$ cat config.mk
export PLATFORM = sky130hd
export DESIGN_NAME = spi_flash_read_seq
export DESIGN_NICKNAME = d
export VERILOG_FILES = /design/src/rtl/spi_seq_pkg.sv /design/src/rtl/spi_flash_read_seq.sv
export SDC_FILE = /design/constraint.sdc
export NUM_CORES = 1
export LEC_CHECK = 0
export CAP_MARGIN = 20
export CELL_PAD_IN_SITES_DETAIL_PLACEMENT = 0
export CELL_PAD_IN_SITES_GLOBAL_PLACEMENT = 1
export CORE_MARGIN = 2
export CORE_UTILIZATION = 36
export CTS_CLUSTER_DIAMETER = 150
export DETAILED_ROUTE_END_ITERATION = 10
export GPL_TIMING_DRIVEN = 1
export HOLD_SLACK_MARGIN = 0.1
export PLACE_DENSITY_LB_ADDON = 0.2
export SYNTH_ARGS = -nofsm -noshare
export SYNTH_HDL_FRONTEND = slang
export SYNTH_SLANG_ARGS = --single-unit
$ cat constraint.sdc
create_clock -name clk -period 3.2 [get_ports clk]
set_input_delay 0.48 -clock clk [delete_from_list [all_inputs] [get_ports clk]]
set_output_delay 0.48 -clock clk [all_outputs]
set_load 0.01 [all_outputs]
$ cat src/rtl/spi_seq_pkg.sv
// Shared types and constants for the SPI-flash read sequencer.
package spi_seq_pkg;

   typedef enum logic [2:0] {
      StIdle,
      StSetup,
      StLaunch,
      StAck,
      StWait,
      StPresent,
      StHold,
      StFin
   } state_e;

   typedef enum logic [1:0] {
      PhCmd,
      PhAddr,
      PhDummy,
      PhData
   } phase_e;

   localparam logic [7:0] FLASH_CMD_READ      = 8'h03;
   localparam logic [7:0] FLASH_CMD_FAST_READ = 8'h0B;
   localparam logic [7:0] SPI_FILL            = 8'hFF;

   // Address byte number idx of an nbytes-wide address, most significant byte first.
   function automatic logic [7:0] addr_byte(input logic [31:0] a, input int unsigned nbytes,
                                            input logic [3:0] idx);
      logic [31:0] sh;
      sh = a >> (8 * (nbytes - 1 - 32'(idx)));
      return sh[7:0];
   endfunction

endpackage

$ cat src/rtl/spi_flash_read_seq.sv
// SPI-flash read sequencer: drives a byte-level SPI controller through opcode, address,
// dummy and data bytes and streams the received data out on a valid/ready port.
module spi_flash_read_seq
   import spi_seq_pkg::*;
#(
   parameter logic [7:0]  OPCODE      = FLASH_CMD_READ,
   parameter int unsigned ADDR_BYTES  = 3,
   parameter int unsigned DUMMY_BYTES = 0,
   parameter logic [2:0]  SPI_MODE    = 3'd1,
   parameter int unsigned CS_SETUP    = 2,
   parameter int unsigned CS_HOLD     = 2
) (
   input  logic        clk,
   input  logic        reset,
   input  logic        start,
   input  logic [31:0] addr,
   input  logic [15:0] len,
   input  logic        abort,
   output logic        busy,
   output logic        done,
   output logic [7:0]  out_data,
   output logic        out_valid,
   input  logic        out_ready,
   output logic        spi_cs,
   output logic [2:0]  spi_mode,
   output logic [7:0]  spi_byte_tx,
   output logic        spi_byte_tx_strobe,
   input  logic [7:0]  spi_byte_rx,
   input  logic        spi_idle
);

   state_e      state_q, state_d;
   phase_e      phase_q, phase_d;
   logic [3:0]  idx_q, idx_d;
   logic [15:0] cnt_q, cnt_d;
   logic [15:0] remaining_q, remaining_d;
   logic [31:0] addr_q, addr_d;
   logic        abort_q, abort_d;
   logic        out_valid_q, out_valid_d;
   logic [7:0]  out_data_q, out_data_d;
   logic [7:0]  tx_q, tx_d;

   logic        abort_now;
   logic        addr_last;
   logic        go_after_addr;
   logic        go_data;

   always_ff @(posedge clk or posedge reset) begin
      if (reset) begin
         state_q     <= StIdle;
         phase_q     <= PhCmd;
         idx_q       <= '0;
         cnt_q       <= '0;
         remaining_q <= '0;
         addr_q      <= '0;
         abort_q     <= 1'b0;
         out_valid_q <= 1'b0;
         out_data_q  <= '0;
         tx_q        <= '0;
      end else begin
         state_q     <= state_d;
         phase_q     <= phase_d;
         idx_q       <= idx_d;
         cnt_q       <= cnt_d;
         remaining_q <= remaining_d;
         addr_q      <= addr_d;
         abort_q     <= abort_d;
         out_valid_q <= out_valid_d;
         out_data_q  <= out_data_d;
         tx_q        <= tx_d;
      end
   end

   // An abort seen this cycle acts at once as well as being remembered.
   assign abort_now = abort_q || (abort && (state_q != StIdle));
   assign addr_last = (idx_q == 4'(ADDR_BYTES - 1));

   always_comb begin
      state_d       = state_q;
      phase_d       = phase_q;
      idx_d         = idx_q;
      cnt_d         = cnt_q;
      remaining_d   = remaining_q;
      addr_d        = addr_q;
      abort_d       = abort_q;
      out_valid_d   = out_valid_q;
      out_data_d    = out_data_q;
      tx_d          = tx_q;
      go_after_addr = 1'b0;
      go_data       = 1'b0;

      if (state_q != StIdle && abort) begin
         abort_d = 1'b1;
      end

      unique case (state_q)
         StIdle: begin
            abort_d = 1'b0;
            if (start) begin
               addr_d      = addr;
               remaining_d = len;
               phase_d     = PhCmd;
               idx_d       = '0;
               cnt_d       = '0;
               state_d     = StSetup;
            end
         end

         StSetup: begin
            if (abort_now) begin
               cnt_d   = '0;
               state_d = StHold;
            end else if (cnt_q == 16'(CS_SETUP - 1)) begin
               cnt_d   = '0;
               state_d = StLaunch;
            end else begin
               cnt_d = cnt_q + 16'd1;
            end
         end

         StLaunch: state_d = StAck;

         // spi_idle can still be high here from before the strobe, so it is not looked at.
         StAck: state_d = StWait;

         StWait: begin
            if (spi_idle) begin
               if (abort_now) begin
                  cnt_d   = '0;
                  state_d = StHold;
               end else begin
                  unique case (phase_q)
                     PhCmd: begin
                        phase_d = PhAddr;
                        idx_d   = '0;
                        state_d = StLaunch;
                     end
                     PhAddr: begin
                        if (addr_last) begin
                           go_after_addr = 1'b1;
                        end else begin
                           idx_d   = idx_q + 4'd1;
                           state_d = StLaunch;
                        end
                     end
                     PhDummy: begin
                        if (idx_q == 4'(DUMMY_BYTES - 1)) begin
                           go_data = 1'b1;
                        end else begin
                           idx_d   = idx_q + 4'd1;
                           state_d = StLaunch;
                        end
                     end
                     PhData: begin
                        out_data_d  = spi_byte_rx;
                        out_valid_d = 1'b1;
                        state_d     = StPresent;
                     end
                  endcase
               end
            end
         end

         // No new strobe leaves while a byte is held here, so backpressure stalls the SPI clock.
         StPresent: begin
            if (abort_now) begin
               out_valid_d = 1'b0;
               cnt_d       = '0;
               state_d     = StHold;
            end else if (out_ready) begin
               out_valid_d = 1'b0;
               remaining_d = remaining_q - 16'd1;
               if (remaining_q == 16'd1) begin
                  cnt_d   = '0;
                  state_d = StHold;
               end else begin
                  state_d = StLaunch;
               end
            end
         end

         StHold: begin
            if (cnt_q == 16'(CS_HOLD - 1)) begin
               cnt_d   = '0;
               state_d = StFin;
            end else begin
               cnt_d = cnt_q + 16'd1;
            end
         end

         StFin: begin
            abort_d = 1'b0;
            state_d = StIdle;
         end
      endcase

      if (go_after_addr) begin
         idx_d = '0;
         if (DUMMY_BYTES != 0) begin
            phase_d = PhDummy;
            state_d = StLaunch;
         end else begin
            go_data = 1'b1;
         end
      end

      if (go_data) begin
         if (remaining_q != 16'd0) begin
            phase_d = PhData;
            state_d = StLaunch;
         end else begin
            cnt_d   = '0;
            state_d = StHold;
         end
      end

      if (state_d == StLaunch) begin
         case (phase_d)
            PhCmd:   tx_d = OPCODE;
            PhAddr:  tx_d = addr_byte(addr_q, ADDR_BYTES, idx_d);
            default: tx_d = SPI_FILL;
         endcase
      end
   end

   // Moore decode keeps CS and strobe tied to the state register, so reset clears them at once.
   assign spi_cs             = (state_q == StIdle) || (state_q == StFin);
   assign busy               = (state_q != StIdle);
   assign done               = (state_q == StFin);
   assign spi_byte_tx_strobe = (state_q == StLaunch);
   assign spi_byte_tx        = tx_q;
   assign spi_mode           = SPI_MODE;
   assign out_valid          = out_valid_q;
   assign out_data           = out_data_q;

endmodule

==> impl_metrics.env <==
export IMPL_status="finished, final reports clean"
export IMPL_worst_ep_required_time_ns=3.43
export IMPL_dp_hpwl_um=9130
export IMPL_grt_ovfl_total=0
export IMPL_final_util_pct=47.8
export IMPL_first_pass_iters=4
export IMPL_cts_hold_buf=0
export IMPL_worstHoldPathCells=2
export IMPL_grt_pass1_wl_um=20500
export IMPL_fill_cells=1364
export IMPL_power_leakage_nw=2.79
export IMPL_r2r_setup_slack_ns=0.14
export IMPL_synth_flop_cell="dfrtp_1"
export IMPL_yosys_top_cells_area="dfrtp_1 46%, nand2_1 9.7%, o21ai_0 4.0%"
export IMPL_synth_yosys_warnings=0
export IMPL_yosysSeqAreaShare_pct=46.1
export IMPL_dieArea_sq_um=14700
export IMPL_cts_root_buf="clkbuf_16"
export IMPL_worstMarginPinSlew_ns=0.607
export IMPL_holdCritStartpoint="addr_q[1]"
export IMPL_drv_cap=0
export IMPL_dieHeight_um=121
export IMPL_h_tree_depth=3
export IMPL_die_w_um=121
export IMPL_synth_largest_area_cell="dfrtp_1"
export IMPL_multi_input_area_sq_um=2500
export IMPL_irDropWorstVdd_mv=0.364
export IMPL_period_needed_ns=3.06
export IMPL_slew_headroom_pct=59.5
export IMPL_clkLatencyLatePin_ns=0.35
export IMPL_row_count=42
export IMPL_hold_path_class="reg2reg"
export IMPL_ant_nets=0
export IMPL_synth_edff_count=0
export IMPL_grt_max_degree=38
export IMPL_syn2layout_area_growth_pct=29.1
export IMPL_yosys_area_top_type_share_pct=46.1
export IMPL_powerDensity_nw_per_um2=751
export IMPL_cts_tree="done"
export IMPL_register_area_sq_um=2280
export IMPL_skew_ns=0.00875
export IMPL_synthCells=552
export IMPL_cts_clk_slew_worst_paths_ns=0.07
export IMPL_timing_fmax_mhz=327
export IMPL_clk_path_buf_depth=2
export IMPL_synth_area_sq_um=4940
export IMPL_final_setup_viol_count=0
export IMPL_start_util_pct=37.0
export IMPL_core_area_sq_um=13300
export IMPL_holdPathEnd="addr_q[1]"
export IMPL_timing_rr_end="spi_byte_tx[0]"
export IMPL_slew_viol_final=0
export IMPL_io_pins=86
export IMPL_final_hold_violation_count=0
export IMPL_numCtsBuffers=9
export IMPL_via_count=4304
export IMPL_grt_pass1_vias=4160
export IMPL_worst_slack_ns=0.139
export IMPL_gp_congestion=0.868
export IMPL_ys_seq_elements=91
export IMPL_cp_start_kind="flip-flop"
export IMPL_rsz0062_at_grt="false"
export IMPL_cp_end_kind="flip-flop"
export IMPL_r2r_start="idx_q[0]"
export IMPL_viasPerCell=5.21
export IMPL_fin_crit_sh_pct=95.7
export IMPL_drt_total_wl_um=12500
export IMPL_syn_avg_cell_area_sq_um=8.96
export IMPL_drt_initial_drc_count=208
export IMPL_fin_nets=714
export IMPL_r2r_cells=10
export IMPL_drc=0
export IMPL_numPortBuffers=82
export IMPL_critPathKind="reg2reg"
export IMPL_synth_distinct_cells=67
export IMPL_antenna_found_initial=0
export IMPL_cp_arrival_ns=3.29
export IMPL_num_antenna_cells=0
export IMPL_async_flop_share_pct=100
export IMPL_clock_sinks=91
export IMPL_pre_cts_slack_ns=-0.236
export IMPL_drive_gt1_share_pct=11.7
export IMPL_grt_usage_pct=17.8
export IMPL_wire_per_inst_um=15.2
export IMPL_crit_fanout=8
kinds of logic after synthesis:
family                   Yosys count  synth area share, %
AO/OA/AOI/OAI                    127                 16.4
adder cells (fa/ha/maj)            7                 1.77
buffers and inverters             42                 3.54
flip-flops                        91                 46.1
multiplexers                      16                 5.47
other                              2                0.152
AND/OR/NAND/NOR                  267                 26.6
state kept, by name (all words and copies together) (netlist names):
name         flops
out_valid        1
phase_q          2
state_q          3
idx_q            4
addr_q          32
out_data         8
cnt_q           16
spi_byte_tx      8
remaining_q     16
abort_q          1
where the power goes:
group / switching [mW] / internal (mW) / total (mW)
logic: 1.02 / 0.907 / 1.93
clock network: 0.460 / 0.554 / 1.01
registers: 0.316 / 1.54 / 1.85
total: 1.79 / 3.00 / 4.79
per-layer routing:
layer | part of all wire (%) | track usage [%] | wire [um] | up-vias
li1 | - | - | - | 2150
met1 | 45 | 23.1 | 5690 | 2062
met2 | 50 | 29.8 | 6250 | 77
met3 | 3.6 | 4.42 | 457 | 15
met4 | 1.1 | 4.45 | 138 | 0
met5 | 0 | 0 | 0 | -
worst max-delay path, stage by stage, from the launching register on:
cell	delay, ns
dfrtp_1	0.48
inv_1	0.09
ha_1	0.17
or3b_1	0.37
a22oi_1	0.27
nor3_2	0.09
a211oi_2	0.27
nor2_2	0.09
ha_2	0.46
mux4_2	0.33
a221o_1	0.33
cell usage in the layout, fill, tap and decap left out, drive strengths merged, types with 6 or more instances in the layout:
master,count
nand2,128
dfrtp,91
clkdlybuf4s50,82
nor2,47
o21ai,40
a21oi,37
buf,28
inv,13
nor3,13
nand3,13
clkbuf,12
and3,11
nor2b,8
mux4,8
a221o,8
mux2,8
nor4,8
o211ai,7
ha,7
or3,6
worst max-delay path by stage:
| stage | from | endpoint | cells after the start |
|---|---|---|---|
| after CTS | idx_q[0] | spi_byte_tx[0] | 10 |
| after global placement | spi_idle | spi_byte_tx[1] | 9 |
| final | idx_q[0] | spi_byte_tx[0] | 10 |
| after detailed placement | spi_idle | spi_byte_tx[0] | 9 |
| after floorplan | idx_q[0] | spi_byte_tx[0] | 11 |
| after global routing | idx_q[0] | spi_byte_tx[0] | 10 |
cell type report:
| cell class | count | share of cell area, % |
|---|---|---|
| timing repair buffer | 110 | 16.5 |
| tap | 176 | 3.45 |
| inverter | 13 | 0.784 |
| multi-input combinational | 420 | 39.1 |
| clock inverter | 4 | 0.529 |
| clock buffer | 12 | 3.86 |
| sequential | 91 | 35.7 |
cells in the mapped netlist, drive strengths merged, types with 7 or more instances:
master	instances
nor2b	8
nand2	128
dfrtp	91
o211ai	7
nor2	47
nor3	13
a21oi	37
ha	7
nor4	8
a221o	8
mux2	8
nand3	13
inv	13
clkbuf	20
mux4	8
buf	9
o21ai	40
and3	11
stage by stage:
step                hold WS (ns)  total power, mW  area, sq um  TNS [ns]  instances
finish                     0.475             4.79         6380         0        826
global route               0.492             5.14         6380         0        826
CTS                        0.477             4.84         6380         0        826
detailed placement         0.461             3.81         6100     -1.72        810
global placement           0.458             3.77         6100     -1.46        810
floorplan                  0.440             3.04         4950         0        553
what timing repair did:
item	CTS	global route
setup buffers	0	0
endpoints found under the setup margin	0	8
gates resized for setup	0	1
(Power assumes the default switching activity.)
